[src/rtl/ddr_arb_pkg.sv]
`default_nettype none
// +----------------------------------------------------------------------+
// | ddr_arb_pkg                                                          |
// | Shared client ID type and default sizing for the DDR port arbiter.   |
// | Revision: 1.0                                                        |
// +----------------------------------------------------------------------+
package ddr_arb_pkg;

  typedef logic client_id_t;

  localparam client_id_t CLIENT_CAPTURE = 1'b0;
  localparam client_id_t CLIENT_HOST    = 1'b1;

  localparam int DEF_ADX_W           = 27;
  localparam int DEF_DATA_W          = 128;
  localparam int DEF_MAX_OUTSTANDING = 16;
  localparam int DEF_BURST_LIMIT     = 8;

endpackage
`default_nettype wire

[src/rtl/ddr_arb_tag_fifo.sv]
`default_nettype none
// +----------------------------------------------------------------------+
// | ddr_arb_tag_fifo                                                     |
// | In-order FIFO of client IDs, one entry per outstanding read.         |
// | Revision: 1.0                                                        |
// +----------------------------------------------------------------------+
module ddr_arb_tag_fifo
  import ddr_arb_pkg::*;
#(
  parameter int DEPTH = DEF_MAX_OUTSTANDING
) (
  input  logic                       clk,
  input  logic                       rst,
  input  logic                       i_push,
  input  client_id_t                 i_push_id,
  input  logic                       i_pop,
  output client_id_t                 o_head_id,
  output logic [$clog2(DEPTH):0]     o_count,
  output logic                       o_full,
  output logic                       o_empty
);

  localparam int PTR_W = $clog2(DEPTH);
  localparam int CNT_W = PTR_W + 1;

  client_id_t [DEPTH-1:0] slots_q, slots_d;
  logic [PTR_W-1:0]       wr_ptr_q, wr_ptr_d;
  logic [PTR_W-1:0]       rd_ptr_q, rd_ptr_d;
  logic [CNT_W-1:0]       count_q, count_d;

  logic w_full;
  logic w_empty;
  logic w_do_push;
  logic w_do_pop;

  assign w_full  = (count_q == CNT_W'(DEPTH));
  assign w_empty = (count_q == '0);

  // A pop frees the head slot in the same cycle, so a push into a full FIFO
  // is still accepted when it coincides with a pop.
  assign w_do_pop  = i_pop && !w_empty;
  assign w_do_push = i_push && (!w_full || w_do_pop);

  always_comb begin
    slots_d  = slots_q;
    wr_ptr_d = wr_ptr_q;
    rd_ptr_d = rd_ptr_q;
    count_d  = count_q;

    if (w_do_push) begin
      slots_d[wr_ptr_q] = i_push_id;
      wr_ptr_d          = wr_ptr_q + PTR_W'(1);
    end
    if (w_do_pop) begin
      rd_ptr_d = rd_ptr_q + PTR_W'(1);
    end

    case ({w_do_push, w_do_pop})
      2'b10:   count_d = count_q + CNT_W'(1);
      2'b01:   count_d = count_q - CNT_W'(1);
      default: count_d = count_q;
    endcase
  end

  always_ff @(posedge clk) begin
    if (rst) begin
      wr_ptr_q <= '0;
      rd_ptr_q <= '0;
      count_q  <= '0;
      slots_q  <= '0;
    end else begin
      wr_ptr_q <= wr_ptr_d;
      rd_ptr_q <= rd_ptr_d;
      count_q  <= count_d;
      slots_q  <= slots_d;
    end
  end

  assign o_head_id = slots_q[rd_ptr_q];
  assign o_count   = count_q;
  assign o_full    = w_full;
  assign o_empty   = w_empty;

endmodule
`default_nettype wire

[src/rtl/ddr_port_arbiter.sv]
`default_nettype none
// +----------------------------------------------------------------------+
// | ddr_port_arbiter                                                     |
// | Two-client arbiter for the DDR request/return port, with burst-      |
// | limited ownership and in-order read return routing.                 |
// | Revision: 1.0                                                        |
// +----------------------------------------------------------------------+
module ddr_port_arbiter
  import ddr_arb_pkg::*;
#(
  parameter int ADX_W           = DEF_ADX_W,
  parameter int DATA_W          = DEF_DATA_W,
  parameter int MAX_OUTSTANDING = DEF_MAX_OUTSTANDING,
  parameter int BURST_LIMIT     = DEF_BURST_LIMIT
) (
  input  logic                              clk,
  input  logic                              rst,

  input  logic                              c0_req_valid,
  output logic                              c0_req_ready,
  input  logic                              c0_req_we,
  input  logic [ADX_W-1:0]                  c0_req_adx,
  input  logic [DATA_W-1:0]                 c0_req_wdata,
  output logic                              c0_rsp_valid,
  input  logic                              c0_rsp_ready,
  output logic [DATA_W-1:0]                 c0_rsp_data,
  output logic [ADX_W-1:0]                  c0_rsp_adx,

  input  logic                              c1_req_valid,
  output logic                              c1_req_ready,
  input  logic                              c1_req_we,
  input  logic [ADX_W-1:0]                  c1_req_adx,
  input  logic [DATA_W-1:0]                 c1_req_wdata,
  output logic                              c1_rsp_valid,
  input  logic                              c1_rsp_ready,
  output logic [DATA_W-1:0]                 c1_rsp_data,
  output logic [ADX_W-1:0]                  c1_rsp_adx,

  output logic                              mem_write_req,
  output logic                              mem_read_req,
  output logic [ADX_W-1:0]                  mem_wr_adx,
  output logic [ADX_W-1:0]                  mem_rd_adx,
  output logic [DATA_W-1:0]                 mem_wr_data,
  input  logic                              mem_write_allowed,
  input  logic                              mem_read_allowed,
  input  logic [DATA_W-1:0]                 mem_rd_data,
  input  logic [ADX_W-1:0]                  mem_rd_adx_ret,
  input  logic                              mem_has_return_data,
  output logic                              mem_get_return_data,

  output logic [$clog2(MAX_OUTSTANDING):0]  reads_outstanding,
  output logic                              err_orphan
);

  localparam int CNT_W   = $clog2(MAX_OUTSTANDING) + 1;
  localparam int BURST_W = $clog2(BURST_LIMIT + 1);
  localparam logic [BURST_W-1:0] BURST_MAX = BURST_W'(BURST_LIMIT);

  client_id_t         owner_q, owner_d;
  logic [BURST_W-1:0] burst_q, burst_d;
  logic               err_orphan_q, err_orphan_d;

  client_id_t         w_grant;
  client_id_t         w_other;
  logic               w_owner_valid;
  logic               w_other_valid;
  logic               w_g_valid;
  logic               w_g_we;
  logic [ADX_W-1:0]   w_g_adx;
  logic [DATA_W-1:0]  w_g_wdata;
  logic               w_g_ready;
  logic               w_xfer;

  client_id_t         w_head;
  logic               w_head_ready;
  logic               w_rsp_valid;
  logic               w_tag_full;
  logic               w_tag_empty;
  logic [CNT_W-1:0]   w_tag_count;

  // Grant selection: the owner keeps the port until its burst budget runs
  // out while the other client is waiting.
  always_comb begin
    w_other       = ~owner_q;
    w_owner_valid = (owner_q == CLIENT_HOST) ? c1_req_valid : c0_req_valid;
    w_other_valid = (owner_q == CLIENT_HOST) ? c0_req_valid : c1_req_valid;
    w_grant       = owner_q;
    if (w_owner_valid && ((burst_q < BURST_MAX) || !w_other_valid)) begin
      w_grant = owner_q;
    end else if (w_other_valid) begin
      w_grant = w_other;
    end
  end

  always_comb begin
    if (w_grant == CLIENT_HOST) begin
      w_g_valid = c1_req_valid;
      w_g_we    = c1_req_we;
      w_g_adx   = c1_req_adx;
      w_g_wdata = c1_req_wdata;
    end else begin
      w_g_valid = c0_req_valid;
      w_g_we    = c0_req_we;
      w_g_adx   = c0_req_adx;
      w_g_wdata = c0_req_wdata;
    end
  end

  assign w_g_ready = !rst && (w_g_we ? mem_write_allowed
                                     : (mem_read_allowed && !w_tag_full));
  assign w_xfer    = w_g_valid && w_g_ready;

  assign c0_req_ready = w_g_ready && (w_grant == CLIENT_CAPTURE);
  assign c1_req_ready = w_g_ready && (w_grant == CLIENT_HOST);

  assign mem_write_req = w_xfer && w_g_we;
  assign mem_read_req  = w_xfer && !w_g_we;
  assign mem_wr_adx    = w_g_adx;
  assign mem_rd_adx    = w_g_adx;
  assign mem_wr_data   = w_g_wdata;

  // Return routing follows the oldest outstanding tag.
  assign w_rsp_valid  = !rst && mem_has_return_data && !w_tag_empty;
  assign w_head_ready = (w_head == CLIENT_HOST) ? c1_rsp_ready : c0_rsp_ready;

  assign c0_rsp_valid        = w_rsp_valid && (w_head == CLIENT_CAPTURE);
  assign c1_rsp_valid        = w_rsp_valid && (w_head == CLIENT_HOST);
  assign mem_get_return_data = w_rsp_valid && w_head_ready;

  assign c0_rsp_data = mem_rd_data;
  assign c1_rsp_data = mem_rd_data;
  assign c0_rsp_adx  = mem_rd_adx_ret;
  assign c1_rsp_adx  = mem_rd_adx_ret;

  always_comb begin
    owner_d      = owner_q;
    burst_d      = burst_q;
    err_orphan_d = err_orphan_q || (mem_has_return_data && w_tag_empty);
    if (w_xfer) begin
      if (w_grant == owner_q) begin
        burst_d = (burst_q == BURST_MAX) ? burst_q : burst_q + BURST_W'(1);
      end else begin
        owner_d = w_grant;
        burst_d = BURST_W'(1);
      end
    end
  end

  always_ff @(posedge clk) begin
    if (rst) begin
      owner_q      <= CLIENT_CAPTURE;
      burst_q      <= '0;
      err_orphan_q <= 1'b0;
    end else begin
      owner_q      <= owner_d;
      burst_q      <= burst_d;
      err_orphan_q <= err_orphan_d;
    end
  end

  ddr_arb_tag_fifo #(
    .DEPTH (MAX_OUTSTANDING)
  ) u_tag_fifo (
    .clk       (clk),
    .rst       (rst),
    .i_push    (mem_read_req),
    .i_push_id (w_grant),
    .i_pop     (mem_get_return_data),
    .o_head_id (w_head),
    .o_count   (w_tag_count),
    .o_full    (w_tag_full),
    .o_empty   (w_tag_empty)
  );

  assign reads_outstanding = w_tag_count;
  assign err_orphan        = err_orphan_q;

endmodule
`default_nettype wire

[config.mk]
export PLATFORM = sky130hd
export DESIGN_NAME = ddr_port_arbiter
export DESIGN_NICKNAME = d
export VERILOG_FILES = /design/src/rtl/ddr_arb_pkg.sv /design/src/rtl/ddr_arb_tag_fifo.sv /design/src/rtl/ddr_port_arbiter.sv
export SDC_FILE = /design/constraint.sdc
export NUM_CORES = 1
export LEC_CHECK = 0
export ABC_AREA = 1
export CAP_MARGIN = 15
export CORE_AREA = 2 2 384 386
export CTS_CLUSTER_SIZE = 12
export DETAILED_ROUTE_END_ITERATION = 7
export DIE_AREA = 0 0 386 388
export PLACE_DENSITY = 0.3
export SLEW_MARGIN = 25
export SYNTH_ARGS = -nofsm -noshare
export SYNTH_HDL_FRONTEND = slang
export SYNTH_SLANG_ARGS = --single-unit
[constraint.sdc]
create_clock -name clk -period 3.7 [get_ports clk]
set_clock_uncertainty 0.1 [all_clocks]
set_input_delay 0.74 -clock clk [delete_from_list [all_inputs] [get_ports clk]]
set_output_delay 0.74 -clock clk [all_outputs]
set_load 0.01 [all_outputs]
Word level (Yosys, flattened, before mapping)
Index checks and enable logic that the tools add are counted.
{"block": "word_totals", "reg_bits": 35, "input_bits": 476, "output_inout_bits": 505, "word_cells": 73}
{"block": "op_classes", "addsub": 5, "order_cmp": 4, "n_eq_ne": 6, "muxes": 18, "bitwise_logic": 4, "n_reduce_logical": 29}
{"operator": "128-bit 2-to-1 mux", "n": 1}
{"operator": "27-bit 2-to-1 mux", "n": 1}
{"operator": "1-bit logical AND", "n": 17}
{"operator": "16-bit bitwise mux", "n": 1}
{"operator": "4-bit by 1-bit adder with 4-bit output (second input constant)", "n": 3}
{"operator": "4-bit by 5-bit less-than comparator with 1-bit output (second input constant)", "n": 2}
{"operator": "1-bit 2-to-1 mux", "n": 10}
{"operator": "5-bit one-hot mux with 2 select lines", "n": 1}
{"operator": "4-bit 2-to-1 mux", "n": 2}
{"operator": "5-bit by 1-bit adder with 5-bit output (second input constant)", "n": 1}
{"operator": "5-bit == test (second input constant)", "n": 1}
{"operator": "1-bit logical NOT", "n": 5}
{"operator": "5-bit logical NOT", "n": 1}
{"operator": "5-bit by 1-bit subtractor with 5-bit output (second input constant)", "n": 1}
{"operator": "1-bit binary-select mux with 4-bit select", "n": 1}
{"operator": "1-bit demux with 4-bit select", "n": 1}
{"operator": "4-bit == test (second input constant)", "n": 1}
{"operator": "4-bit by 1-bit greater-or-equal comparator with 1-bit output (second input constant)", "n": 1}
{"operator": "4-bit less-than comparator (second input constant)", "n": 1}
{"operator": "1-bit NOT", "n": 4}
{"operator": "2-bit AND reduction", "n": 2}
{"operator": "1-bit logical OR", "n": 3}
{"operator": "2-bit by 1-bit == test with 1-bit output (second input constant)", "n": 1}
{"operator": "2-bit == test (second input constant)", "n": 1}
{"operator": "other kinds (3)", "n": 3}

Logic depth before layout (Yosys ltp)
Gate-level depths: netlist of run 1.
{"block": "logic_depth", "depth_word": 13, "mapped_depth": 19, "ltp_nobuf": 19}

By module
Synthesis of run 1 repeated with hierarchy kept, for this count alone.
{"block": "hier_totals", "hier_cells": 1232, "area_unflattened_um2": 6990.5}
{"module": "ddr_port_arbiter", "instances": 1, "cells_per_inst": 922, "area_each_um2": 4968.5, "seq_area_each_um2": 120.1}
{"module": "ddr_arb_tag_fifo", "instances": 1, "cells_per_inst": 310, "area_each_um2": 2021.9, "seq_area_each_um2": 580.6}

Worst setup path before layout of run 1
No wires, ideal clock.
{"block": "synth_timing", "kind": "input to register", "startpoint": "input port c1_req_valid", "endpoint": "register u_tag_fifo.count_q[4], in the netlist u_tag_fifo.o_count[4]", "setup_ns": 0.115, "arrival_time_ns": 2.862, "t_required_ns": 3.485, "setup_slack_ns": 0.622, "cell_stages": 18, "n_path_buf": 0, "cell_sequence": "nand2_1 -> nand2_1 -> nand2_1 -> nand2_2 -> nand2_2 -> nand3_2 -> nand3_2 -> nor2_8 -> nand2_2 -> ha_1 -> ha_1 -> nand2_1 -> nor2_1 -> a211oi_1 -> o21ai_0 -> a21oi_1 -> nand2_1 -> nor3b_1"}
{"block": "synth_between", "elab_chain_cells": 13, "word_cells_on_any_way": 19, "cone_classes": "eq/ne: 2; mux: 8; reduce/logical: 9"}
{"item": "from (decl)", "line_no": "ddr_port_arbiter.sv:29", "source": "input logic c1_req_valid,"}
{"item": "1-bit 2-to-1 mux", "line_no": "ddr_port_arbiter.sv:86", "source": "w_other_valid = (owner_q == CLIENT_HOST) ? c0_req_valid : c1_req_valid;"}
{"item": "1-bit logical NOT", "line_no": "ddr_port_arbiter.sv:88", "source": "if (w_owner_valid && ((burst_q < BURST_MAX) || !w_other_valid)) begin"}
{"item": "1-bit logical OR", "line_no": "ddr_port_arbiter.sv:88"}
{"item": "1-bit logical AND", "line_no": "ddr_port_arbiter.sv:88"}
{"item": "1-bit 2-to-1 mux", "line_no": "ddr_port_arbiter.sv:88"}
{"item": "1-bit 2-to-1 mux", "line_no": "ddr_port_arbiter.sv:96", "source": "if (w_grant == CLIENT_HOST) begin"}
{"item": "1-bit 2-to-1 mux", "line_no": "ddr_port_arbiter.sv:109", "source": "assign w_g_ready = !rst && (w_g_we ? mem_write_allowed"}
{"item": "1-bit logical AND", "line_no": "ddr_port_arbiter.sv:109"}
{"item": "1-bit logical AND", "line_no": "ddr_port_arbiter.sv:111", "source": "assign w_xfer = w_g_valid && w_g_ready;"}
{"item": "1-bit logical AND (*)", "line_no": "ddr_port_arbiter.sv:117", "source": "assign mem_read_req = w_xfer && !w_g_we;"}
{"item": "1-bit logical AND (*)", "line_no": "ddr_arb_tag_fifo.sv:42", "source": "assign w_do_push = i_push && (!w_full || w_do_pop);"}
{"item": "2-bit by 1-bit == test with 1-bit output / 2-bit == test (equally long branches)", "line_no": "ddr_arb_tag_fifo.sv:58", "source": "case ({w_do_push, w_do_pop})"}
{"item": "5-bit one-hot mux with 2 select lines / 2-bit nonzero test (equally long branches)"}
{"item": "to (signal assigned)", "line_no": "ddr_arb_tag_fifo.sv:74", "source": "count_q <= count_d;"}
{"item": "to (decl)", "line_no": "ddr_arb_tag_fifo.sv:29", "source": "logic [CNT_W-1:0] count_q, count_d;"}
Mark *: on every way between the ends. The rest lies on a longest branch, timed or not.
A chain may end at the register's enable or synchronous reset.

Final worst setup path of run 1
{"block": "layout_timing", "startpoint": "input port c1_req_valid", "endpoint": "output port mem_wr_data[72]"}
{"block": "layout_between", "elab_chain_cells": 6, "word_cells_on_any_way": 8, "cone_classes": "mux: 5; reduce/logical: 3"}
{"item": "1-bit 2-to-1 mux", "line_no": "ddr_port_arbiter.sv:86"}
{"item": "1-bit logical NOT", "line_no": "ddr_port_arbiter.sv:88"}
{"item": "1-bit logical OR", "line_no": "ddr_port_arbiter.sv:88"}
{"item": "1-bit logical AND", "line_no": "ddr_port_arbiter.sv:88"}
{"item": "1-bit 2-to-1 mux (*)", "line_no": "ddr_port_arbiter.sv:88"}
{"item": "128-bit 2-to-1 mux (*)", "line_no": "ddr_port_arbiter.sv:96"}
{"item": "to (decl)", "line_no": "ddr_port_arbiter.sv:43", "source": "output logic [DATA_W-1:0] mem_wr_data,"}
Marked as above.

==> summary.md, run 1 <==
| Metric | Value |
|---|---|
| Status | `completed` |
| Cell Count Post-Placement | `3288` |
| Initial Utilization | `4.57%` |
| Max-slew violation count | `0` |
| Commonest cells after routing, fill and taps aside | `nand2_1, clkdlybuf4s50_1, buf_12, buf_4, nor2_1` |
| Clock sinks | `35` |
| Ys Warns | `0` |
| Crit path largest cell delay | `0.60 ns` |
| Hold WC Path Type | `reg2reg` |
| CTS max path bufs | `2` |
| Die Ht | `388 um` |
| Met2 Usage GRT | `17.0%` |
| Placer Congestion | `slightly above 0.9` |
| Actual slew at the worst max-slew pin | `0.328 ns` |
| Gate Count Post-Synth | `1166` |
| EDFF count, synth | `0` |
| Number of port buffers | `approximately 500` |
| Pin count of the biggest net entering global routing | `37` |
| Detailed Route WL | `78100 um` |
| WP data required | `2.86 ns` |
| Global Route met1 Usage | `9.96%` |
| GRT busiest layer | `met2` |
| Layout area overhead | `99.0%` |
| Ys flop type | `dfxtp_1` |
| Critical path startpoint | `c1_req_valid` |
| CP cell instances | `clkdlybuf4s50_1 > buf_4 > nand3_4 > nand2_8 > buf_12 > buf_16 > nand2_1 > nand2_1 > clkdlybuf4s50_1` |
| CTS H-tree depth | `2` |
| Post-synthesis sequential area ratio | `10.6%` |
| Max-cap violations | `0` |
| Hold Path Depth | `2` |
| Slew HR | `approximately four fifths` |
| First-pass GRT wire length | `93700 um` |
| CTS buffer count | `5` |
| Share of synthesized registers carrying an async set or reset | `0%` |
| Die Span X | `386 um` |
| Sw Ratio | `39.1%` |
| Reg2reg path depth | `18` |
| RSZ-0062 raised after global routing | `yes` |
| Area of all placed cells without fillers | `13200 um^2` |
| Drt drc | `0` |
| Count of final hold-check violations | `0` |
| Crit Path Category | `in2out` |
| Initial antenna violation count | `22` |
| Commonest non-fill, non-tap cell in the layout | `nand2_1` |
| Clock-pin transition on the worst setup and hold timing paths | `0.06 ns` |
| #FFs+latches synth | `35` |
| Pwr Density | `roughly 200 nW/um^2` |
| Critical path arrival | `2.75 ns` |
| Combinational Power Share | `between 60% and 70%` |
| Total GRT Usage | `9.76%` |
| WL per Instance | `~24 um` |
| Root Driver | `clkbuf_16` |
| Via-to-Cell Ratio | `2.39` |
| Post-synthesis cell area | `roughly 6600 um^2` |
| CTS tree | `yes` |
| Unique cell type count in the Yosys netlist | `32` |
| Clock power share | `17.3%` |
| Seq pwr share | `15.5%` |
| Vias in the first global route | `8185` |
| Worst vdd ir | `between 0.0001 and 0.00015 V` |
| Grt total ovfl | `0` |
| DP HPWL | `71800 um` |
| Crit path time final | `3.59 ns` |
| Internal power | `approximately 0.0016 W` |
| Final Util | `9.09%` |
| Die ar. | `150000 um^2` |
| Nets | `1869` |
| Fill cells | `17100` |
| Hold slack final | `0.367 ns` |
| Layout cell share with drive strength beyond 1 | `13.8%` |
| Min-delay src | `u_tag_fifo.slots_q[0]$_SDFFE_PP0P_` |
| Layout Cells excl Fill | `3300` |
| Placed cell areas | `12800 um^2` |
| Syn_nets | `1654` |
| Total negative setup slack | `0 ns` |
| Met3 Use GR | `between 4 and 5%` |
| Clk Latency, worst-skew pair | `0.28 ns` |
| RR Startpoint | `u_tag_fifo.rd_ptr_q[1]$_SDFFE_PP0P_` |
| Net Switching | `0.00102 W` |
| Iter 0 DRT Violations | `276` |
| Startpoint Class | `primary input` |
| Nature of the critical path endpoint | `output port` |
| Standard-cell rows | `140` |
| Slowest CP cell | `clkdlybuf4s50_1` |
| Fmax | `between 200 and 300 MHz` |
| Routed via count | `7902` |
| CP max FO | `25` |
| Lkg Pwr | `between 5 and 6 nW` |
| Initial DRT Pass Iterations | `6` |
| CTS Hold Buffers Added | `0` |
| Syn Area/Cell | `around 5.7 um^2` |
| IO Pins | `981` |
| Final Cycle Share | `97.0%` |
| Setup Viol. Count Final | `0` |
| Detail Route Antenna Nets | `0` |
| Core area | `145000 um^2` |
==> metal layers <==
| layer | wire length, um | vias up |
|---|---|---|
| met3 | 9880 | 124 |
| met2 | 37300 | 691 |
| met1 | 27600 | 3434 |
| met5 | 179 | - |
| li1 | - | 3639 |
| met4 | 3170 | 14 |
==> flip-flops by register name, indices dropped and copies added (netlist names) <==
name	flops
u_tag_fifo.slots_q	16
u_tag_fifo.o_count	5
burst_q	4
u_tag_fifo.rd_ptr_q	4
u_tag_fifo.wr_ptr_q	4
err_orphan	1
owner_q	1
==> synth_stat cells, types with 5 or more instances <==
master / n / area, um^2
xor2_1: 5 / 43.8
buf_2: 14 / 70.1
nand2_1: 520 / 1950
a21oi_1: 30 / 150
nand3_2: 5 / 50.1
dfxtp_1: 35 / 701
nor2_1: 66 / 248
buf_4: 338 / 2540
ha_1: 11 / 138
o21ai_0: 15 / 75.1
inv_1: 39 / 146
nand2_2: 5 / 31.3
clkbuf_1: 22 / 82.6
nand4_1: 9 / 56.3
nand3_1: 27 / 135
==> kinds of logic (layout without fill, tap and decap cells) <==
group | Yosys count | in the layout | synth area share (%)
XOR/XNOR | 7 | 7 | 0.924
adder cells (fa/ha/maj) | 12 | 12 | 2.38
buffers and inverters | 422 | 638 | 43.6
other | 0 | 1 | 0
AO/OA/AOI/OAI | 52 | 52 | 4.09
flip-flops | 35 | 35 | 10.6
AND/OR/NAND/NOR | 638 | 638 | 38.4
==> layout make-up <==
| cell class | count | area [um^2] | share of cell area, % |
|---|---|---|---|
| Timing Repair Buffer | 587 | 6690 | 50.7 |
| Sequential cell | 35 | 701 | 5.31 |
| Tap cell | 1917 | 2400 | 18.2 |
| Multi-Input combinational cell | 709 | 3070 | 23.3 |
| Inverter | 43 | 179 | 1.36 |
| Antenna cell | 1 | 2.50 | 0.0190 |
| Clock buffer | 8 | 156 | 1.18 |
==> timing repair <==
| item | in CTS | in global routing |
|---|---|---|
| setup buffers | 3 | 0 |
| endpoints found under the setup margin | 141 | 68 |
| resized for setup | 37 | 54 |
==> worst max-delay path, delay by kind of cell <==
kind	cells	cell delay [ns]
buf+inv	5	1.56
simple gates	4	0.40
==> metrics by stage <==
stage               setup slack [ns]  total power [W]
floorplan                      0.622          0.00120
global placement              -0.282          0.00227
detailed placement            -0.261          0.00226
CTS                          0.00449          0.00273
global route                 -0.0389          0.00279
finish                         0.110          0.00261
==> worst paths after layout <==
path	to	slack [ns]
min	u_tag_fifo.slots_q[0]$_SDFFE_PP0P_	0.37
max	mem_wr_data[72]	0.11
max reg2reg	u_tag_fifo.o_count[4]$_SDFFE_PP0P_	0.58
min reg2reg	u_tag_fifo.slots_q[0]$_SDFFE_PP0P_	0.37
==> power by group through the flow <==
stage / clock network, W / logic, W / registers, W
after floorplan: 0 / 0.000791 / 0.000413
after global placement: 0 / 0.00186 / 0.000412
after detailed placement: 0 / 0.00185 / 0.000412
after CTS: 0.000470 / 0.00186 / 0.000404
after global routing: 0.000483 / 0.00190 / 0.000406
final: 0.000451 / 0.00176 / 0.000404
Note: power is estimated with default switching activity, not from simulation.
==> run 2: changes to the inputs <==
--- a/config.mk
+++ b/config.mk
@@ -7,12 +7,14 @@
 export LEC_CHECK = 0
 export ABC_AREA = 1
 export CAP_MARGIN = 15
-export CORE_AREA = 2 2 384 386
+export CORE_AREA = 2 2 386 388
+export CTS_CLUSTER_DIAMETER = 50
 export CTS_CLUSTER_SIZE = 12
 export DETAILED_ROUTE_END_ITERATION = 7
-export DIE_AREA = 0 0 386 388
-export PLACE_DENSITY = 0.3
+export DIE_AREA = 0 0 388 390
+export PLACE_DENSITY_LB_ADDON = 0.08
 export SLEW_MARGIN = 25
 export SYNTH_ARGS = -nofsm -noshare
 export SYNTH_HDL_FRONTEND = slang
+export SYNTH_HIERARCHICAL = 1
 export SYNTH_SLANG_ARGS = --single-unit
==> run 2 against run 1 <==
Largest cell class unchanged. Non-clock buffer count is 21 higher. Cell count is 2.9% higher. Clock-buffer cell count is 1 lower. Setup slack better by 0.080 ns. First-iteration DRC count is 67% higher. Area after synthesis is 5.4% higher. Clock power is 7.3% higher.
==> summary.md, run 2 <==
| Metric | Value |
|---|---|
| Sw Ratio | `43.4% (was 39.1%)` |
| Layout area overhead | `102% (was 99.0%)` |
| First-pass GRT wire length | `106000 um (was 93700 um)` |
| CTS H-tree depth | `2 (unchanged)` |
| Crit path largest cell delay | `0.57 ns (was 0.60 ns)` |
| CP Capture Point | `mem_wr_data[72] (unchanged)` |
| Synth top cells by count | `nand2_1, buf_4, inv_1, nor2_1, nand3_1 (was nand2_1, buf_4, nor2_1, inv_1, dfxtp_1)` |
| Layout cell share with drive strength beyond 1 | `17.4% (was 13.8%)` |
| Iter 0 DRT Violations | `462 (was 276)` |
| Internal power | `0.00186 W (was 0.00159 W)` |
| Routed via count | `8418 (was 7902)` |
| Critical path startpoint | `c1_req_valid (unchanged)` |
| Startpoint Class | `primary input (unchanged)` |
| Crit Path Category | `in2out (unchanged)` |
| WL per Instance | `25.7 um (was 23.7 um)` |
| Critical path arrival | `2.67 ns (was 2.75 ns)` |
| RR Startpoint | `u_tag_fifo/rd_ptr_q[0]$_SDFFE_PP0P_ (was u_tag_fifo.rd_ptr_q[1]$_SDFFE_PP0P_)` |
| Count leader, synth | `nand2_1 (unchanged)` |
| CTS Hold Buffers Added | `0 (unchanged)` |
| Synth top area cells | `buf_4, nand2_1, dfxtp_1 (unchanged)` |
| Crit path time final | `3.51 ns (was 3.59 ns)` |
| Most flops, register | `u_tag_fifo/slots_q (was u_tag_fifo.slots_q)` |
| Syn_nets | `1720 (was 1654)` |
| Detailed Route WL | `87400 um (was 78100 um)` |
| Max-slew violation count | `0 (unchanged)` |
| Slowest CP cell | `clkdlybuf4s50_1 (unchanged)` |
| Die ar. | `151000 um^2 (was 150000 um^2)` |
| Most used cell along the critical path | `nand2_1` |
| Fin worst setup slack | `0.190 ns (was 0.110 ns)` |
| Total GRT Usage | `10.9% (was 9.76%)` |
| Worst vdd ir | `0.000137 V (was 0.000143 V)` |
| Slew HR | `44.7% (was 78.1%)` |
| Final Cycle Share | `94.9% (was 97.0%)` |
| Core area | `147000 um^2 (was 145000 um^2)` |
| R2r endpoint | `u_tag_fifo/o_count[4]$_SDFFE_PP0P_ (was u_tag_fifo.o_count[4]$_SDFFE_PP0P_)` |
| Reg2reg path depth | `22 (was 18)` |
| Post-synthesis sequential area ratio | `10.0% (was 10.6%)` |
| Status | `completed (unchanged)` |
| Commonest non-fill, non-tap cell in the layout | `nand2_1 (unchanged)` |
| Min-delay src | `err_orphan$_SDFF_PP0_ (was u_tag_fifo.slots_q[0]$_SDFFE_PP0P_)` |
| Pwr Density | `233 nW/um^2 (was 198 nW/um^2)` |
| Share of synthesized registers carrying an async set or reset | `0% (unchanged)` |
| CTS tree | `yes (unchanged)` |
| EDFF count, synth | `0 (unchanged)` |
| DP HPWL | `77900 um (was 71800 um)` |
| Nature of the critical path endpoint | `output port (unchanged)` |
| CP max FO | `24 (was 25)` |
| Placer Congestion | `0.854 (was 0.913)` |
| #FFs+latches synth | `35 (unchanged)` |
| Clock power share | `14.7% (was 17.3%)` |
| Clock sinks | `35 (unchanged)` |
| Die Span X | `388 um (was 386 um)` |
| Ys Warns | `6 (was 0)` |
| Post-synthesis cell area | `6990 um^2 (was 6630 um^2)` |
| Standard-cell rows | `141 (was 140)` |
| Layout Cells excl Fill | `3395 (was 3300)` |
| Gate Count Post-Synth | `1232 (was 1166)` |
| Commonest cells after routing, fill and taps aside | `nand2_1, clkdlybuf4s50_1, buf_12, buf_4, inv_1 (was nand2_1, clkdlybuf4s50_1, buf_12, buf_4, nor2_1)` |
| Die Ht | `390 um (was 388 um)` |
| IO Pins | `981 (unchanged)` |
| Initial DRT Pass Iterations | `5 (was 6)` |
| Hold slack final | `0.403 ns (was 0.367 ns)` |
| Vias in the first global route | `8639 (was 8185)` |
| WP data required | `2.86 ns (about the same)` |
| Combinational Power Share | `73.0% (was 67.3%)` |
| Syn Area/Cell | `5.67 um^2 (was 5.69 um^2)` |
| Clk Latency, worst-skew pair | `0.30 ns (was 0.28 ns)` |
| FF-to-FF setup slack | `0.36 ns (was 0.58 ns)` |
| Total negative setup slack | `0 ns (unchanged)` |
| Unique cell type count in the Yosys netlist | `31 (was 32)` |
| Detail Route Antenna Nets | `0 (unchanged)` |
| Post-synth top area cell | `buf_4 (unchanged)` |
| Hold WC Path Type | `reg2reg (unchanged)` |
| Post-Place Setup Slack | `-0.356 ns (was -0.261 ns)` |
| Initial antenna violation count | `17 (was 22)` |
| CTS buffer count | `5 (unchanged)` |
| Grt total ovfl | `0 (unchanged)` |
| Pin count of the biggest net entering global routing | `35 (was 37)` |
| Initial Utilization | `4.75% (was 4.57%)` |
| Share of the synthesized area in the top cell type | `36.6% (was 38.2%)` |
| Ys flop type | `dfxtp_1 (unchanged)` |
| Cell Count Post-Placement | `3376 (was 3288)` |
| RSZ-0062 raised after global routing | `no (was yes)` |
| CP cell instances | `dlymetal6s2s_1 > nand2_1 > nand2_1 > nand2_2 > nand2_8 > buf_16 > nand2_1 > nand2_1 > clkdlybuf4s50_1 (was clkdlybuf4s50_1 > buf_4 > nand3_4 > nand2_8 > buf_12 > buf_16 > nand2_1 > nand2_1 > clkdlybuf4s50_1)` |
| Net Switching | `0.00143 W (was 0.00102 W)` |
| Fmax | `285 MHz (was 279 MHz)` |
| Actual slew at the worst max-slew pin | `0.829 ns (was 0.328 ns)` |
| Via-to-Cell Ratio | `2.48 (was 2.39)` |
| Nets | `1948 (was 1869)` |
| Number of port buffers | `515 (unchanged)` |
| Setup Viol. Count Final | `0 (unchanged)` |
| Clock-pin transition on the worst setup and hold timing paths | `0.07 ns (was 0.06 ns)` |
| CTS max path bufs | `2 (unchanged)` |
| Root Driver | `clkbuf_16 (unchanged)` |
| Max-cap violations | `0 (unchanged)` |
| Drt drc | `0 (unchanged)` |
| Max FFs per register | `16 (unchanged)` |
| Count of final hold-check violations | `0 (unchanged)` |
| Lkg Pwr | `5.78 nW (was 5.75 nW)` |
| Seq pwr share | `12.3% (was 15.5%)` |
[run 2: cell count changes after synthesis, sizes merged, moves of 5 or more]
cell,previous run,this run
a21oi,31,14
o211ai,1,6
nand4,10,22
clkinv,2,12
clkbuf,22,14
o21ai,18,9
nand3,32,40
inv,41,61
nand2,526,558
buf,357,373
[run 2: kinds of logic after synthesis]
group / Yosys count / synth area share, %
AOI/OAI and AO/OA: 30 / 2.42
xor gates and xnor gates: 8 / 1.00
adders and majority gates: 12 / 2.26
buffers and inverters: 460 / 44.2
DFF: 35 / 10.0
and+or+nand+nor: 687 / 40.1
[run 2: layer usage]
layer / GRT usage, % / part of all wire [%] / up-vias
met4: 2.05 / 2.0 / 14
li1: - / - / 3841
met2: 12.8 / 34 / 593
met1: 16.2 / 51 / 3874
met3: 6.36 / 13 / 96
met5: 0 / 0.11 / -
[run 2: area by class of cell]
type	count	area (um^2)
Fill cell	17200	133000
Timing Repair Buffer	608	7290
Multi-Input combinational cell	737	3270
Tap cell	1930	2410
Sequential cell	35	701
Inverter	73	287
Clock buffer	7	153
Antenna cell	4	10.0
Clock inverter	1	7.51
[run 2: how the worst min path moves through the flow]
stage | to | slack (ns) | depth (start not counted)
floorplan | u_tag_fifo/rd_ptr_q[3]$_SDFFE_PP0P_ | 0.36 | 2
global placement | u_tag_fifo/rd_ptr_q[3]$_SDFFE_PP0P_ | 0.40 | 2
detailed placement | err_orphan$_SDFF_PP0_ | 0.40 | 2
CTS | burst_q[3]$_SDFFE_PP0P_ | 0.41 | 2
global route | err_orphan$_SDFF_PP0_ | 0.44 | 2
finish | err_orphan$_SDFF_PP0_ | 0.40 | 2
[run 2: what timing repair did]
item                                    in CTS  in global routing
gates cloned                                 1                  2
pin swaps                                    0                  1
hold endpoints to repair                     0                  0
endpoints found under the setup margin     115                127
setup buffers                                0                  4
resized for setup                           45                  8
[run 2: power by group through the flow]
stage / Combinational [W] / Sequential (W) / Clock (W)
after floorplan: 0.000869 / 0.000412 / 0
after global placement: 0.00246 / 0.000416 / 0
after detailed placement: 0.00243 / 0.000415 / 0
after CTS: 0.00246 / 0.000407 / 0.000518
after global routing: 0.00259 / 0.000408 / 0.000524
final: 0.00240 / 0.000406 / 0.000484
[run 2: worst max-delay path: cells and delay by family]
family,cells,cell delay (ns)
buf+inv,3,1.00
simple gates,6,0.85
[run 2: stage by stage]
stage / area [um^2] / total power, W / util [%]
finish: 14100 / 0.00329 / 9.61
CTS: 14000 / 0.00339 / 9.50
global placement: 13700 / 0.00287 / 9.33
floorplan: 6990 / 0.00128 / -
detailed placement: 13700 / 0.00284 / 9.33
global route: 14100 / 0.00352 / 9.60
